### src/rtl/waitstate_memory.sv
// waitstate_memory: word memory with configurable read/write wait states, ready handshake and error reporting
module waitstate_memory #(
  parameter int DATA_W = 16,
  parameter int ADDR_W = 16,
  parameter int DEPTH = 64,
  parameter int RD_WAIT = 2,
  parameter int WR_WAIT = 1,
  parameter INIT_FILE = ""
) (
  input  logic              clk,
  input  logic              rst,
  input  logic [ADDR_W-1:0] address,
  input  logic [DATA_W-1:0] wrdata,
  input  logic              mem_read,
  input  logic              mem_write,
  output logic [DATA_W-1:0] dataout,
  output logic              mem_ready,
  output logic              mem_err
);
  localparam int MAXW = RD_WAIT > WR_WAIT ? RD_WAIT : WR_WAIT;
  localparam int CW = MAXW < 1 ? 1 : $clog2(MAXW + 1);
  localparam int AW = DEPTH > 1 ? $clog2(DEPTH) : 1;
  typedef enum logic [1:0] {IDLE, BUSY, DONE} state_t;
  state_t state;
  logic [DATA_W-1:0] mem [DEPTH];
  logic [CW-1:0] cnt;
  logic [AW-1:0] a;
  logic [DATA_W-1:0] d;
  logic op_wr;
  logic in_range;
  assign in_range = {1'b0, address} < (ADDR_W + 1)'(DEPTH);
  always_ff @(posedge clk)
    if (!rst && state == BUSY && cnt == '0 && op_wr) mem[a] <= d;
  always_ff @(posedge clk) begin
    if (rst) begin
      state <= IDLE;
      mem_ready <= 1'b0;
      mem_err <= 1'b0;
      dataout <= '0;
      cnt <= '0;
    end else begin
      case (state)
        IDLE: begin
          mem_ready <= 1'b0;
          mem_err <= 1'b0;
          if ((mem_read ^ mem_write) && in_range) begin
            op_wr <= mem_write;
            a <= address[AW-1:0];
            d <= wrdata;
            cnt <= mem_write ? CW'(WR_WAIT) : CW'(RD_WAIT);
            state <= BUSY;
          end else if (mem_read || mem_write) begin
            mem_ready <= 1'b1;
            mem_err <= 1'b1;
            state <= DONE;
          end
        end
        BUSY: begin
          if (cnt != '0) cnt <= cnt - 1'b1;
          else begin
            if (!op_wr) dataout <= mem[a];
            mem_ready <= 1'b1;
            state <= DONE;
          end
        end
        default: begin
          mem_ready <= 1'b0;
          mem_err <= 1'b0;
          state <= IDLE;
        end
      endcase
    end
  end
endmodule

### config.mk
export PLATFORM = sky130hd
export DESIGN_NAME = waitstate_memory
export DESIGN_NICKNAME = d
export VERILOG_FILES = /design/src/rtl/waitstate_memory.sv
export SDC_FILE = /design/constraint.sdc
export NUM_CORES = 1
export LEC_CHECK = 0
export ABC_AREA = 1
export CORE_MARGIN = 4
export CORE_UTILIZATION = 65
export CTS_BUF_LIST = sky130_fd_sc_hd__clkbuf_8
export DETAILED_ROUTE_END_ITERATION = 16
export PLACE_DENSITY_LB_ADDON = 0.1
export RECOVER_POWER = 50
export SLEW_MARGIN = 20
export SYNTH_ARGS = -nofsm -noshare
export SYNTH_HDL_FRONTEND = slang
export SYNTH_SLANG_ARGS = --single-unit
### constraint.sdc
create_clock -name clk -period 3.26 [get_ports clk]
set_input_delay 0.652 -clock clk [delete_from_list [all_inputs] [get_ports clk]]
set_output_delay 0.652 -clock clk [all_outputs]
set_load 0.02 [all_outputs]
== Word level (Yosys, flattened, before mapping) ==
Memory sizes are Yosys's and may differ from the RTL's. A register that Yosys moved wholly into a read port is not among the register bits.
Cells that the tools add are included.
Operators by class
  add/subtract/negate cells: 1
  magnitude comparators: 1
  equal/unequal tests: 5
  multiplexer cells: 15
  bitwise gates (word level): 4
  reduce and logical (&&, ||, !) cells: 14
Operator list (count)
  $lt A16 B7 Y1 const B: 1
  $mux W2: 6
  $reduce_and A3 Y1: 3
  $pmux W2 S2: 2
  $mux W1: 5
  $logic_and A1 B1 Y1: 4
  $logic_not A2 Y1: 2
  $ne A2 B2 Y1 const B: 2
  $pmux W1 S2: 2
  $reduce_bool A2 Y1: 2
  $ne A3 B3 Y1 const B: 1
  $not A1 Y1: 3
  $eq A2 B1 Y1 const B: 1
  $ne A2 B1 Y1 const B: 1
  $reduce_and A2 Y1: 1
  $sub A2 B1 Y2 const B: 1
  $logic_not A1 Y1: 1
  $logic_or A1 B1 Y1: 1
  $xor A1 B1 Y1: 1
Word-level totals
  register bits: 29
  RAM bits: 1024
  input port bits: 36
  output and inout port bits: 18
  word-level logic and storage cells: 48
  memories kept: 1
Memory list
  mem: depth 64, width 16, read ports 1, clocked after memory_dff 1, wr ports 1, line 25  | logic [DATA_W-1:0] mem [DEPTH];

== Depth between registers and ports, before layout ==
Gate-level depths: netlist of run 1.
  depth after elaboration: 6
  mapped depth: 11
  depth with buffers taken out: 8

== Worst setup path after synthesis of run 1 ==
Ideal clock, no wire load.
  path kind: input to register
  from: in rst
  to: mem mem[0][0], enable pin
  arrival: 2150 ps
  data required time: 2871 ps
  setup slack: 721 ps
  stages on the path: 5
  path through: inv_1 nand2_1 nor2_1 nand3_1 nor2_1
On the way
  word-level cells in the longest chain between the ends: 6
RTL lines
  from (decl): line 11  | input logic rst,
  $logic_not A1 Y1: line 33  | if (!rst && state == BUSY && cnt == '0 && op_wr) mem[a] <= d;
  $logic_and A1 B1 Y1 (3 in series): line 33
  $mux W1: line 33
  $mux W1 (implied by the code): line 33
  to (decl): line 25
Every way passes these cells.

==> results.sh, run 1 <==
export IMPL_critPathMaxStageDelay_ns=0.54
export IMPL_syn_inst=4018
export IMPL_worstPathCellList="inv_8, buf_12, buf_4, nand2_1, nand3_1, nand2_1, o21ai_0, nand2_1, nor2_1, a21oi_1"
export IMPL_grtUsageTotal_pct=29.8
export IMPL_ys_seq_elements=1069
export IMPL_clk_pin_slew_ns=0.06
export IMPL_synth_compound_area_share_pct=3.93
export IMPL_syn_num_nets=4056
export IMPL_pre_cts_ws_ns=0.164
export IMPL_grt_pass1_vias=27800
export IMPL_cp_top_family="buffers and inverters"
export IMPL_synthMuxAreaShare_pct=0
export IMPL_cts_resized=0
export IMPL_row_count=95
export IMPL_vias=28900
export IMPL_timing_final_crit_share_pct=91.3
export IMPL_vias_per_cell=5.55
export IMPL_firstDrtPassIters=6
export IMPL_dpl_cell_area_sq_um=46900
export IMPL_core_sq_um=67600
export IMPL_grt_max_degree=113
export IMPL_drt_wirelength_per_cell_um=20.6
export IMPL_finalPower_mw=25.0
export IMPL_use_met2_pct=47.3
export IMPL_cp_arrival_ns=3.66
export IMPL_synth_xor_area_share_pct=0
export IMPL_dieArea_sq_um=72900
export IMPL_finalMaxSlewViolations=761
export IMPL_finalHoldViolCount=0
export IMPL_rr_worst_depth=10
export IMPL_ir_worst_vdd_mv=0.416
export IMPL_start_kind="flip-flop"
export IMPL_fin_crit_ns=2.98
export IMPL_cts_max_path_buffers=3
export IMPL_worstMarginPinSlew_ns=2.28
export IMPL_io_pins=54
export IMPL_ant_nets=0
export IMPL_drt_total_wl_um=108000
export IMPL_gp_congestion=0.846
export IMPL_p_per_area_nw_per_um2=503
export IMPL_cp_common_cell="nand2_1"
export IMPL_rsz0062_at_grt="no"
export IMPL_start_util_pct=66.0
export IMPL_postCtsSetupRepairBufs=0
export IMPL_portBuffers=53
export IMPL_synth_simple_area_share_pct=17.3
export IMPL_relSlewSlack_pct=-52.3
export IMPL_drv_cap=14
export IMPL_final_common_cell="edfxtp_1"
export IMPL_die_w_um=270
export IMPL_hpwl_um=63000
export IMPL_drive_gt1_share_pct=11.7
export IMPL_cts_sinks=1069
export IMPL_timing_fmax_mhz=336
export IMPL_synth_cell_types=25
export IMPL_met1_usage_pct=42.1
export IMPL_netlist_area_sq_um=44600
export IMPL_drt_iter0_drc=3138
export IMPL_rrSetupSlack_ns=0.28
export IMPL_p_leak_nw=20.6
export IMPL_final_cell_mix="edfxtp_1, nand2_1, inv_1, nand3_1, nor2_1"
export IMPL_crit_slowest_cell="edfxtp_1"
export IMPL_h_tree_depth=4
export IMPL_critPathMaxFanout=65
export IMPL_grt_overflow_total=0
export IMPL_numCtsBuffers=163
export IMPL_netlist_top_cells_area="edfxtp_1, nand2_1, inv_1"
export IMPL_worstSkewPairLatency_ns=0.82
export IMPL_crit_type="reg2reg"
export IMPL_syn_area_per_cell_sq_um=11.1
export IMPL_hold_ws_ns=0.469
export IMPL_whs_endpoint="a[5]$_DFFE_PP_"
export IMPL_min_from="address[5]"
export IMPL_synth_top_cell_by_area="edfxtp_1"
export IMPL_nets=4249
export IMPL_violations="max-capacitance violations, max-slew violations"
export IMPL_synth_top_family_by_area="simple AND/OR/NAND/NOR gates"
export IMPL_yosys_area_top_type_share_pct=70.4
export IMPL_drc=0
export IMPL_skew_ns=0.0305
export IMPL_ctsHoldBuffers=0
export IMPL_cp_data_required_time_ns=3.95
export IMPL_whs_path_depth=1
export IMPL_grt_first_pass_wirelength_um=164000
export IMPL_final_area_sq_um=49800
export IMPL_min_path_type="in2reg"
export IMPL_yosysWarnings=0
export IMPL_reg2reg_from="a[0]$_DFFE_PP_"
export IMPL_worst_path_buf_inv=3
export IMPL_antenna_found_initial=4
export IMPL_die_h_um=270
export IMPL_groute_layer_met3_usage_pct=5.74
export IMPL_synthToLayoutAreaGrowth_pct=11.6
export IMPL_synthAdderAreaFrac_pct=0.0561
export IMPL_end_kind="flip-flop"
export IMPL_busiest_layer="met2"
export IMPL_setup_viol_count_final=0
export IMPL_worst_slack_ns=0.285
export IMPL_cts_tree="yes"
export IMPL_fin_setup_tns_ns=0
export IMPL_outcome="complete, but fails checks"
export IMPL_rr_endpoint="dataout[8]$_SDFFE_PP0P_"
export IMPL_root_buffer="clkbuf_8"
export IMPL_synth_yosys_seq_area_share_pct=71.4
-- state kept, by name (all words and copies together) (netlist names) --
register / cells
mem_ready: 1
mem: 1024
op_wr: 1
a: 6
cnt: 2
d: 16
mem_err: 1
dataout: 16
state: 2
-- metrics by stage --
stage / util (%) / instances
global route: 73.6 / 5218
global placement: 69.3 / 4919
detailed placement: 69.3 / 4919
finish: 73.6 / 5219
CTS: 73.7 / 5216
floorplan: - / 4018
-- Yosys cell counts, drive strengths merged --
master	count
nand3b	1
clkinv	1
dfxtp	22
ha	2
nand3	350
inv	630
or2	162
o21ai	215
buf	144
nand2	965
nand4	1
o211ai	76
a21oi	21
nor3	8
edfxtp	1047
clkbuf	37
nor2	336
-- cell families after synthesis --
group,after synthesis
simple gates,1823
flops,1069
buf+inv,812
compound gates,312
fa+ha+maj,2
-- where the power goes --
group | internal, mW | total, mW | leakage, nW | switching [mW]
Sequential | 14.9 | 14.9 | 9.58 | 0.00148
Clock | 5.14 | 10.1 | 1.78 | 4.96
Combinational | 0.0410 | 0.0717 | 9.20 | 0.0307
-- worst max path at each step --
| stage | from | endpoint | slack (ns) | cells after the start |
|---|---|---|---|---|
| after detailed placement | rst | mem[43][3]$_DFFE_PP_ | 0.16 | 8 |
| after floorplan | rst | mem[0][0]$_DFFE_PP_ | 0.72 | 5 |
| after CTS | a[0]$_DFFE_PP_ | dataout[8]$_SDFFE_PP0P_ | 0.29 | 10 |
| after global placement | rst | mem[55][14]$_DFFE_PP_ | 0.17 | 8 |
| after global routing | d[6]$_DFFE_PP_ | mem[31][6]$_DFFE_PP_ | 0.12 | 1 |
| final | a[0]$_DFFE_PP_ | dataout[8]$_SDFFE_PP0P_ | 0.28 | 10 |
-- metal layers --
layer | routed length, um | vias to the layer above
li1 | - | 13600
met1 | 43300 | 13800
met2 | 50800 | 1354
met3 | 10400 | 200
met4 | 3190 | 2
met5 | 13 | -
-- layout make-up --
type                    instances  area, sq um
clock inverters               123          573
multi-input cells            2137         9560
diodes                          3         7.51
inverters                     631         2380
well taps                     873         1090
fillers                      4501        17800
clock buffers                 174         2390
repair buffers                209         1910
flip-flops and latches       1069        31900
(Power assumes the default switching activity.)
==> run 2, diff against run 1 <==
--- a/config.mk
+++ b/config.mk
@@ -7,7 +7,7 @@
 export LEC_CHECK = 0
 export ABC_AREA = 1
 export CORE_MARGIN = 4
-export CORE_UTILIZATION = 65
+export CORE_UTILIZATION = 50
 export CTS_BUF_LIST = sky130_fd_sc_hd__clkbuf_8
 export DETAILED_ROUTE_END_ITERATION = 16
 export PLACE_DENSITY_LB_ADDON = 0.1
==> run 2 against run 1 <==
The run still ends with max-capacitance violations, max-slew violations left. First-iteration DRC count decreased by 1.4%. Final cell count increased by 6.2%. Utilization decreased by 17 points. Clock power increased by 4%. Critical path type unchanged. Sequential cell count unchanged. Critical path depth decreased by 2. Register-to-register slack got worse by 0.04 ns. Via count decreased by 0.85%. Global-route usage decreased by 4.5 points.
==> results.sh, run 2 (synthesized netlist as in run 1, its figures left out) <==
export IMPL_cts_max_path_buffers=3
export IMPL_vias_per_cell=5.18
export IMPL_cts_resized=0
export IMPL_crit_type="reg2reg"
export IMPL_firstDrtPassIters=6
export IMPL_topRoutingLayerUsed="met4"
export IMPL_hold_ws_ns=0.417
export IMPL_largest_reg_flops=1024
export IMPL_drv_cap=17
export IMPL_grt_max_degree=132
export IMPL_final_area_sq_um=50400
export IMPL_antenna_found_initial=3
export IMPL_dr_wl_met3_um=9700
export IMPL_violations="max-capacitance violations, max-slew violations"
export IMPL_timing_final_crit_share_pct=92.4
export IMPL_nets=4275
export IMPL_worstSkewPairLatency_ns=0.88
export IMPL_largest_register="mem"
export IMPL_finalMaxSlewViolations=982
export IMPL_final_cell_mix="edfxtp_1, nand2_1, inv_1, nand3_1, nor2_1"
export IMPL_io_pins=54
export IMPL_outcome="complete, but fails checks"
export IMPL_vias=28700
export IMPL_wl_met1_um=52500
export IMPL_rsz0062_at_grt="no"
export IMPL_nFillCells=7464
export IMPL_cp_arrival_ns=3.74
export IMPL_hpwl_um=70200
export IMPL_dpl_cell_area_sq_um=47400
export IMPL_postCtsSetupRepairBufs=0
export IMPL_ir_worst_vdd_mv=0.352
export IMPL_met2_length_um=54200
export IMPL_ctsHoldBuffers=0
export IMPL_cp_data_required_time_ns=3.99
export IMPL_h_tree_depth=4
export IMPL_p_per_area_nw_per_um2=505
export IMPL_gp_congestion=0.836
export IMPL_dieArea_sq_um=94100
export IMPL_cts_sinks=1069
export IMPL_grt_overflow_total=0
export IMPL_start_util_pct=50.4
export IMPL_skew_ns=0.0475
export IMPL_clk_pin_slew_ns=0.06
export IMPL_drt_wirelength_per_cell_um=21.4
export IMPL_start_kind="flip-flop"
export IMPL_grt_first_pass_wirelength_um=175000
export IMPL_grt_pass1_vias=27100
export IMPL_fin_setup_tns_ns=0
export IMPL_synthToLayoutAreaGrowth_pct=12.9
export IMPL_setup_viol_count_final=0
export IMPL_top_regs="mem x1024, d x16, dataout x16"
export IMPL_drive_gt1_share_pct=12.3
export IMPL_relSlewSlack_pct=-38.1
export IMPL_row_count=109
export IMPL_drt_total_wl_um=118000
export IMPL_die_w_um=307
export IMPL_worstMarginPinSlew_ns=2.07
export IMPL_drt_iter0_drc=3094
export IMPL_finalHoldViolCount=0
export IMPL_portBuffers=53
export IMPL_ant_nets=0
export IMPL_fin_crit_ns=3.01
export IMPL_end_kind="flip-flop"
export IMPL_cts_tree="yes"
export IMPL_critPathMaxFanout=94
export IMPL_p_leak_nw=20.7
export IMPL_grtUsageTotal_pct=25.3
export IMPL_final_common_cell="edfxtp_1"
export IMPL_min_path_type="in2reg"
export IMPL_drc=0
export IMPL_die_h_um=307
export IMPL_root_buffer="clkbuf_8"
export IMPL_timing_fmax_mhz=332
export IMPL_numCtsBuffers=172
export IMPL_core_sq_um=88500
## run 2: cell count changes in the layout (fill, tap and decap cells not counted), moves of 2 or more
cell	before	now
clkinv_2	13	11
buf_4	115	133
clkinv_8	0	3
bufinv_16	3	1
inv_8	1	3
clkbuf_2	12	14
inv_6	1	6
clkinv_1	33	37
buf_12	21	19
clkbuf_8	174	178
## run 2: layout make-up
type	count	area, sq um	share of cell area (%)
tap	1165	1460	2.89
clock buffer	178	2450	4.86
clock inverter	134	649	1.29
sequential	1069	31900	63.3
antenna	2	5.00	0.00993
timing repair buffer	226	2010	3.98
multi-input combinational	2137	9550	19.0
inverter	631	2380	4.72
## run 2: routing by layer
layer	GRT usage [%]	up-vias
li1	-	13700
met1	36.8	13800
met2	39.0	1079
met3	5.58	163
met4	6.46	0
met5	0	-
## run 2: report_power, final
| group | internal [mW] | total (mW) | switching (mW) |
|---|---|---|---|
| Combinational | 0.0408 | 0.0673 | 0.0264 |
| Clock | 5.18 | 10.5 | 5.32 |
| Sequential | 14.9 | 14.9 | 0.00156 |
| Total | 20.1 | 25.4 | 5.35 |
## run 2: metrics by stage
step / std cells / util [%] / power, mW / setup slack, ns
CTS: 5540 / 57.1 / 25.7 / 0.311
global route: 5541 / 56.9 / 26.3 / 0.215
detailed placement: 5228 / 53.6 / 15.2 / 0.220
global placement: 5228 / 53.6 / 15.2 / 0.263
finish: 5542 / 56.9 / 25.4 / 0.249
floorplan: 4018 / - / 15.2 / 0.721
## run 2: final timing paths
path / start / to / slack [ns] / cells past startpoint
setup reg to reg: a[0]$_DFFE_PP_ / dataout[5]$_SDFFE_PP0P_ / 0.25 / 8
setup / recovery: a[0]$_DFFE_PP_ / dataout[5]$_SDFFE_PP0P_ / 0.25 / 8
hold / removal: address[5] / a[5]$_DFFE_PP_ / 0.42 / 1
hold reg to reg: mem_ready$_SDFFE_PP0P_ / mem_ready$_SDFFE_PP0P_ / 0.46 / 2
## run 2: worst max-delay path: stages (launching register included)
cell and delay, ns:
edfxtp_1 0.62, inv_8 0.32, buf_4 0.35, o21ai_0 0.26
nand2_1 0.09, o21ai_0 0.38, nand2_1 0.29, nor2_1 0.40
a21oi_1 0.13
